==> src/rtl/lfsr_stream_pkg.sv <==
// Shared constants and the single-step Fibonacci LFSR function used by the
// unrolled keystream generator.
package lfsr_stream_pkg;

  localparam int unsigned LFSR_MAX_W = 32;

  localparam logic [7:0] DEFAULT_POLY_8 = 8'h8E;
  localparam logic [7:0] DEFAULT_SEED_8 = 8'hA5;

  typedef struct packed {
    logic [LFSR_MAX_W-1:0] next_state;
    logic                  ks_bit;
  } lfsr_step_t;

  // state/poly must be zero-extended above bit n-1; n is the real LFSR width.
  function automatic lfsr_step_t lfsr_step(
    input logic [LFSR_MAX_W-1:0] state,
    input logic [LFSR_MAX_W-1:0] poly,
    input int unsigned           n
  );
    lfsr_step_t r;
    logic       fb;
    fb           = ^(state & poly);
    r.next_state = (state >> 1) | ({{(LFSR_MAX_W-1){1'b0}}, fb} << (n - 1));
    r.ks_bit     = r.next_state[0];
    return r;
  endfunction

endpackage

==> src/rtl/lfsr_stream_xor_unroll.sv <==
// Combinational DW-step unrolled LFSR: produces the keystream word, the
// state after DW steps, and the data word XORed with the keystream.
module lfsr_unroll
  import lfsr_stream_pkg::*;
#(
  parameter int unsigned N  = 8,
  parameter int unsigned DW = 8
) (
  input  logic [N-1:0]  state,
  input  logic [N-1:0]  poly,
  input  logic [DW-1:0] data,
  output logic [N-1:0]  next_state,
  output logic [DW-1:0] ks,
  output logic [DW-1:0] data_xor
);

  logic [LFSR_MAX_W-1:0] s;
  logic [LFSR_MAX_W-1:0] p;
  lfsr_step_t            r;

  always_comb begin
    s          = '0;
    p          = '0;
    r          = '0;
    ks         = '0;
    s[N-1:0]   = state;
    p[N-1:0]   = poly;
    for (int unsigned k = 0; k < DW; k++) begin
      r     = lfsr_step(s, p, N);
      s     = r.next_state;
      ks[k] = r.ks_bit;
    end
    next_state = s[N-1:0];
  end

  assign data_xor = data ^ ks;

endmodule

==> src/rtl/lfsr_stream_xor.sv <==
// Stream XOR cipher: DW keystream bits per accepted word from an N-bit
// Fibonacci LFSR, runtime-loadable seed/poly, one registered output stage.
module lfsr_stream_xor
  import lfsr_stream_pkg::*;
#(
  parameter int unsigned    N            = 8,
  parameter int unsigned    DW           = 8,
  parameter logic [N-1:0]   DEFAULT_POLY = DEFAULT_POLY_8,
  parameter logic [N-1:0]   DEFAULT_SEED = DEFAULT_SEED_8
) (
  input  logic          clk,
  input  logic          rst,
  input  logic          cfg_load,
  input  logic [N-1:0]  cfg_seed,
  input  logic [N-1:0]  cfg_poly,
  input  logic          in_valid,
  output logic          in_ready,
  input  logic [DW-1:0] in_data,
  output logic          out_valid,
  input  logic          out_ready,
  output logic [DW-1:0] out_data,
  output logic [N-1:0]  state,
  output logic [31:0]   word_cnt
);

  logic [N-1:0]  poly_q;
  logic [N-1:0]  next_state;
  logic [DW-1:0] ks;
  logic [DW-1:0] data_xor;
  logic          accept;

  lfsr_unroll #(
    .N  (N),
    .DW (DW)
  ) u_unroll (
    .state      (state),
    .poly       (poly_q),
    .data       (in_data),
    .next_state (next_state),
    .ks         (ks),
    .data_xor   (data_xor)
  );

  // cfg_load stalls input so a load and a keystream advance never collide.
  assign in_ready = !cfg_load && (!out_valid || out_ready);
  assign accept   = in_valid && in_ready;

  always_ff @(posedge clk or posedge rst) begin
    if (rst) begin
      state     <= DEFAULT_SEED;
      poly_q    <= DEFAULT_POLY;
      out_valid <= 1'b0;
      out_data  <= '0;
      word_cnt  <= '0;
    end else begin
      if (cfg_load) begin
        state    <= (cfg_seed == '0) ? DEFAULT_SEED : cfg_seed;
        poly_q   <= (cfg_poly == '0) ? DEFAULT_POLY : cfg_poly;
        word_cnt <= '0;
      end else if (accept) begin
        state    <= next_state;
        word_cnt <= word_cnt + 32'd1;
      end

      if (accept) begin
        out_valid <= 1'b1;
        out_data  <= data_xor;
      end else if (out_ready) begin
        out_valid <= 1'b0;
      end
    end
  end

endmodule

==> config.mk <==
export PLATFORM = sky130hd
export DESIGN_NAME = lfsr_stream_xor
export DESIGN_NICKNAME = d
export VERILOG_FILES = /design/src/rtl/lfsr_stream_pkg.sv /design/src/rtl/lfsr_stream_xor_unroll.sv /design/src/rtl/lfsr_stream_xor.sv
export SDC_FILE = /design/constraint.sdc
export NUM_CORES = 1
export LEC_CHECK = 0
export ABC_AREA = 0
export BUFFER_PORTS_ARGS = -buffer_cell sky130_fd_sc_hd__buf_2
export CAP_MARGIN = 10
export CORE_MARGIN = 2
export CORE_UTILIZATION = 25
export CTS_CLUSTER_SIZE = 28
export DETAILED_ROUTE_END_ITERATION = 10
export HOLD_SLACK_MARGIN = 0.08
export SLEW_MARGIN = 20
export SYNTH_ARGS = -nofsm -noshare
export SYNTH_HDL_FRONTEND = slang
export SYNTH_SLANG_ARGS = --single-unit
==> constraint.sdc <==
create_clock -name clk -period 9.7 [get_ports clk]
set_input_delay 0.97 -clock clk [delete_from_list [all_inputs] [get_ports clk]]
set_output_delay 0.97 -clock clk [all_outputs]
set_load 0.03 [all_outputs]
# Word level (Yosys, flattened, before mapping)
# Cells that the tools add are included.
# totals
regBits	57
in_bits	29
out_inout_bits	50
elab_cells	48
# classes
add_sub_neg	1
mux	8
bitwise_logic	17
n_reduce_logical	17
# ops
operator	count
$reduce_xor 32->1	8
$and 32x8->32	4
$or 31x8->31	4
$mux 32	2
$add 32x1->32 const B	1
$mux 8	4
$and 31x8->31	1
$and 30x8->30	1
$or 30x8->30	1
$and 29x8->29	1
$or 29x8->29	1
$logic_not 8->1	2
$and 8x8->8	1
$or 7x8->8	1
$or 8x8->8	1
$xor 8x8->8	1
$reduce_bool 2->1	2
$logic_and 1x1->1	2
$logic_not 1->1	2
$mux 1	2
$logic_or 1x1->1	1

# Depth between registers and ports, before layout
# depth
word_depth	26
mapped_depth	17
depth_no_buf	13

# By module
# Synthesis repeated with hierarchy kept, for this count alone.
# hier_totals
cells_unflattened	434
hier_area_um2	4000.1
# modules_own_cells
mod	n_inst	cells_each	area_per_inst_um2	seq_area_each_um2
lfsr_stream_xor	1	256	2745.1	1436.4
lfsr_unroll	1	178	1255.0	0.0

# Least setup slack after synthesis
# No wires, ideal clock.
# synth_timing
path_kind	reg2reg
from	reg state[7]
to	reg state[7]
setup_time_ps	82
arrival_time_ps	3988
t_required_ps	9618
path_slack_ps	5631
path_stages_with_launch	17
path_buffers	3
period_less_slack_ps	4069
cell_sequence	dfstp_2 > buf_2 > nand2_1 > xor2_1 > xnor2_2 > xnor2_2 > buf_2 > nor3_1 > or4_1 > buf_2 > a22oi_1 > mux2i_1 > o311a_4 > xnor3_1 > a22oi_1 > o21ai_0 > a211o_1
# synth_via
elab_chain_len	26
# synth_lines
item	line	rtl
start, declared	lfsr_stream_xor.sv:22	output logic [N-1:0] state,
start signal, assigned	lfsr_stream_xor.sv:57	state <= (cfg_seed == '0) ? DEFAULT_SEED : cfg_seed;
start signal, assigned	lfsr_stream_xor.sv:61	state <= next_state;
$and 8x8->8	lfsr_stream_pkg.sv:23	fb = ^(state & poly);
$reduce_xor 32->1	lfsr_stream_pkg.sv:23	
$or 7x8->8 (*)	lfsr_stream_pkg.sv:24	r.next_state = (state >> 1) | ({{(LFSR_MAX_W-1){1'b0}}, fb} << (n - 1));
$and 32x8->32	lfsr_stream_pkg.sv:23	
$reduce_xor 32->1	lfsr_stream_pkg.sv:23	
$or 31x8->31 (*)	lfsr_stream_pkg.sv:24	
$and 32x8->32	lfsr_stream_pkg.sv:23	
$reduce_xor 32->1	lfsr_stream_pkg.sv:23	
(+10 left out)	--	
$and 30x8->30	lfsr_stream_pkg.sv:23	
$reduce_xor 32->1	lfsr_stream_pkg.sv:23	
$or 29x8->29 (*)	lfsr_stream_pkg.sv:24	
$and 29x8->29 (*)	lfsr_stream_pkg.sv:23	
$reduce_xor 32->1 (*)	lfsr_stream_pkg.sv:23	
$or 8x8->8 (*)	lfsr_stream_pkg.sv:24	
$mux 8 (*)	lfsr_stream_xor.sv:60	end else if (accept) begin
$mux 8 (*)	lfsr_stream_xor.sv:56	if (cfg_load) begin
# Mark *: on every way between the ends. The rest lies on a longest branch, timed or not. The select of a mux whose other input is x is not followed.
# A chain may end at the register's enable or synchronous reset.

# Worst setup path after layout
# layout_timing
from	reg poly_q[7]
to	reg state[7]
# layout_via
elab_chain_len	26
# layout_lines
item	line	rtl
start, declared	lfsr_stream_xor.sv:26	logic [N-1:0] poly_q;
start signal, assigned	lfsr_stream_xor.sv:58	poly_q <= (cfg_poly == '0) ? DEFAULT_POLY : cfg_poly;
$and 8x8->8	lfsr_stream_pkg.sv:23	
$reduce_xor 32->1	lfsr_stream_pkg.sv:23	
$or 7x8->8	lfsr_stream_pkg.sv:24	
$and 32x8->32	lfsr_stream_pkg.sv:23	
$reduce_xor 32->1	lfsr_stream_pkg.sv:23	
$or 31x8->31	lfsr_stream_pkg.sv:24	
$and 32x8->32	lfsr_stream_pkg.sv:23	
$reduce_xor 32->1	lfsr_stream_pkg.sv:23	
(+10 left out)	--	
$and 30x8->30	lfsr_stream_pkg.sv:23	
$reduce_xor 32->1	lfsr_stream_pkg.sv:23	
$or 29x8->29	lfsr_stream_pkg.sv:24	
$and 29x8->29 (*)	lfsr_stream_pkg.sv:23	
$reduce_xor 32->1 (*)	lfsr_stream_pkg.sv:23	
$or 8x8->8 (*)	lfsr_stream_pkg.sv:24	
$mux 8 (*)	lfsr_stream_xor.sv:60	
$mux 8 (*)	lfsr_stream_xor.sv:56	
# Marks and branches as above.

==> results summary <==
The critical path class is register to register. The initial antenna violation count is 1. The fraction of registers with async set/reset is 100%. The worst path setup slack after routing is 5150 ps.

The worst hold path belongs to the class register to register. The worst register-to-register path begins at poly_q[7]. The total number of placement rows came out at 46. The number of hold violations in the final report came out at 0. Detailed routing inserted a total of 3525 vias. The total congestion overflow came out at 0. The number of nets in the finished design is 559.

The slew at the pin closest to its max-slew limit came out at 762 ps. The floorplan step defined a die boundary enclosing 0.0170 mm^2. The count of mapped cells out of synthesis is 465. The vertical die dimension came out at 130 um. Walking the worst path, the cells encountered are nand2_1 -> xor2_1 -> xnor2_2 -> xnor2_2 -> o31ai_1 -> o31ai_1 -> and2_4 -> mux2i_1 -> o311a_4 -> xnor3_1 -> a22oi_1 -> o21ai_0 -> a211o_1. The routed design could run at a clock period as short as approximately 4500 ps. The final number of setup-violating endpoints came out at 0.

The number of levels in the clock H-tree is 3. The final routed wire length divided by cell count is 14.9 um. dfrtp_1 takes more of the synthesized area than any other cell. The count of yosys warnings during synthesis came out at 0. STA classifies the critical path startpoint as a register. Setup repair after global routing left no endpoint under its margin. The clock buffer count from CTS is 9.

TritonCTS built the clock tree. The cell area that synthesis handed to floorplanning was around 0.0040 mm^2. Sorting the synthesized cells by area gives the leading types as dfrtp_1, xnor2_1, nand2_1. The post-CTS setup buffer count is 0. The highest cell delay on the worst timing path came out at 790 ps.

The clock arrives with roughly 8 ps of skew. OpenSTA, run right after detailed placement, puts the worst setup slack at 5160 ps. The half-perimeter wire length after placement is 8060 um.

The critical path data arrival time is 4800 ps. Counting every net in the synthesized netlist gives 495. The count of maximum capacitance violations came out at 0. The global-route wire length before repair is 18000 um. In this run the worst setup path begins at poly_q[7]. The unique cell type count in the Yosys netlist came out at 60. The final wirelength is 11200 um. The pre-antenna-repair detailed-routing pass consisted of 5 iterations. The average cell area after synthesis is 8.59 um^2. The area added between synthesis and finish came out at 21.2%. The maximum number of pins on one net before global-route repair came out at 62. The number of synthesized flops with an enable pin came out at 0. The final count of pins violating max slew came to 0. The via-per-instance ratio came out at 4.70.

The layout cell share with drive strength beyond 1 is 21.7%. The number of remaining DRC errors is 0. The count of buffers inserted at the top-level ports is 78. Post-CTS repair changed the size of 0 cells. The worst slew slack as a fraction of its limit came out at 48.7%. The final-layout setup total negative slack came out at 0 ps. The cts-stage hold buffer count came out at 0. The startpoint identified for the worst hold timing path is out_data[4]. The fraction of the cycle the final worst path needs is 46.9%. For this design the top-level I/O count stands at 79. Among all stages on the critical path, the largest delay is contributed by dfstp_2. Derived from the worst setup path, the maximum achievable clock frequency is 0.220 GHz. The final RePlAce weighted congestion came out at 0.893. The tree is rooted in a clkbuf_16. The proportion of synthesized chip area in sequential cells came out at 36.0%. The endpoint required time on the critical path came out at 9950 ps. The number of global-route vias before repair was between 3000 and 4000. The initial utilization of the core area, before any placement, comes to 25.3%. The clock insertion delay at the later pin of the skew report came out at 320 ps. The dominant register cell in the synthesized netlist is dfrtp_1. The top fanout value on the critical path came out at 23. The area share of the largest cell type after synthesis is 30.7%. The antenna cell count is 0.

The floorplan step defined a core boundary enclosing roughly 0.016 mm^2. The share of the core filled with cells came out at 30.7%. Synthesis inferred 57 register bits.

The all-layer global routing usage is 13.6%. The run finished with clean final reports. In this run the remaining antenna-violating nets after routing total 0. The clock transition at the registers of the reported paths came out at 60 ps. The worst setup path is captured at a register. The total clock sinks came out at 57. The initial DRC count is 184. The maximum root-to-sink buffer count is 2.

The floorplan die width came out at about 130 um.
## cell type report
cell class / count / area, um^2
fillers: 1680 / 10900
multi-input cells: 371 / 2380
flip-flops and latches: 57 / 1440
repair buffers: 80 / 405
well taps: 216 / 270
clock buffers: 11 / 233
clock inverters: 5 / 81.3
inverters: 10 / 37.5
## cell usage in the layout, fill, tap and decap left out, types with 5 or more instances in the layout
cell type / n
clkbuf_16: 9
nand3b_1: 5
inv_1: 7
o21ai_0: 41
and3_1: 6
or3_1: 9
dfstp_2: 8
nor2_1: 36
nand2_1: 82
xnor2_1: 40
a21oi_1: 21
nand4_1: 8
nand3_1: 13
dfrtp_1: 49
a211oi_1: 5
buf_2: 78
xor2_1: 21
nor3_1: 9
o22a_1: 6
## flip-flops by register name, indices dropped and copies added, names as in the netlist
signal	cells
state	8
out_data	8
poly_q	8
word_cnt	32
out_valid	1
## cells by family after synthesis
family	Yosys count	share of synthesized area, %
fa+ha+maj	1	0.313
mux	5	1.28
buf+inv	37	4.48
compound gates	104	17.2
simple gates	190	22.2
xor+xnor	71	18.5
flops	57	36.0
## Yosys cell counts, types with 4 or more instances
cell type   n
dfrtp_1    49
nand2_1    82
dfstp_2     8
a21oi_1    21
nand4_1     8
nor2_1     36
or3_1       9
a211oi_1    5
nand3b_1    5
nand3_1    13
o21ai_0    41
and3_1      6
nor3_1      9
xnor2_1    40
inv_1       8
nor2b_1     4
o211ai_1    4
xnor3_1     4
xor2_1     21
o22a_1      6
buf_2      11
o31ai_1     4
or4_1       4
clkbuf_1    9
mux2i_1     4
## worst paths after layout
| path | end | slack [ps] | depth (start not counted) |
|---|---|---|---|
| max reg2reg | state[7] | 5150 | 13 |
| min | out_data[4] | 480 | 2 |
| max in group asynchronous | poly_q[6] | 8350 | 3 |
| max | state[7] | 5150 | 13 |
| min reg2reg | out_data[4] | 480 | 2 |
| min in group asynchronous | word_cnt[8] | 850 | 3 |
## routing by layer
| metal | global-route usage [%] | part of all wire (%) |
|---|---|---|
| met1 | 18.3 | 46 |
| met2 | 22.1 | 47 |
| met3 | 3.99 | 6.6 |
| met4 | 2.63 | 0.35 |
| met5 | 0 | 0.099 |
## worst max-delay path: cells and delay by family (launching register included)
family,cells,cell delay [ps]
multiplexers,1,100
XOR/XNOR,4,1260
flip-flops,1,790
AND/OR/NAND/NOR,2,470
AO/OA/AOI/OAI,6,1830
## per-stage QoR
stage               instance area (um^2)  hold WS (ps)  cells
detailed placement                  4530           470    734
CTS                                 4840           486    750
global route                        4840           501    750
finish                              4840           480    750
floorplan                           4000           630    465
global placement                    4530           467    734
Power is left out: the tool's default activity adds up to more than one toggle a clock period on the data nets, which glitch-free logic cannot reach.
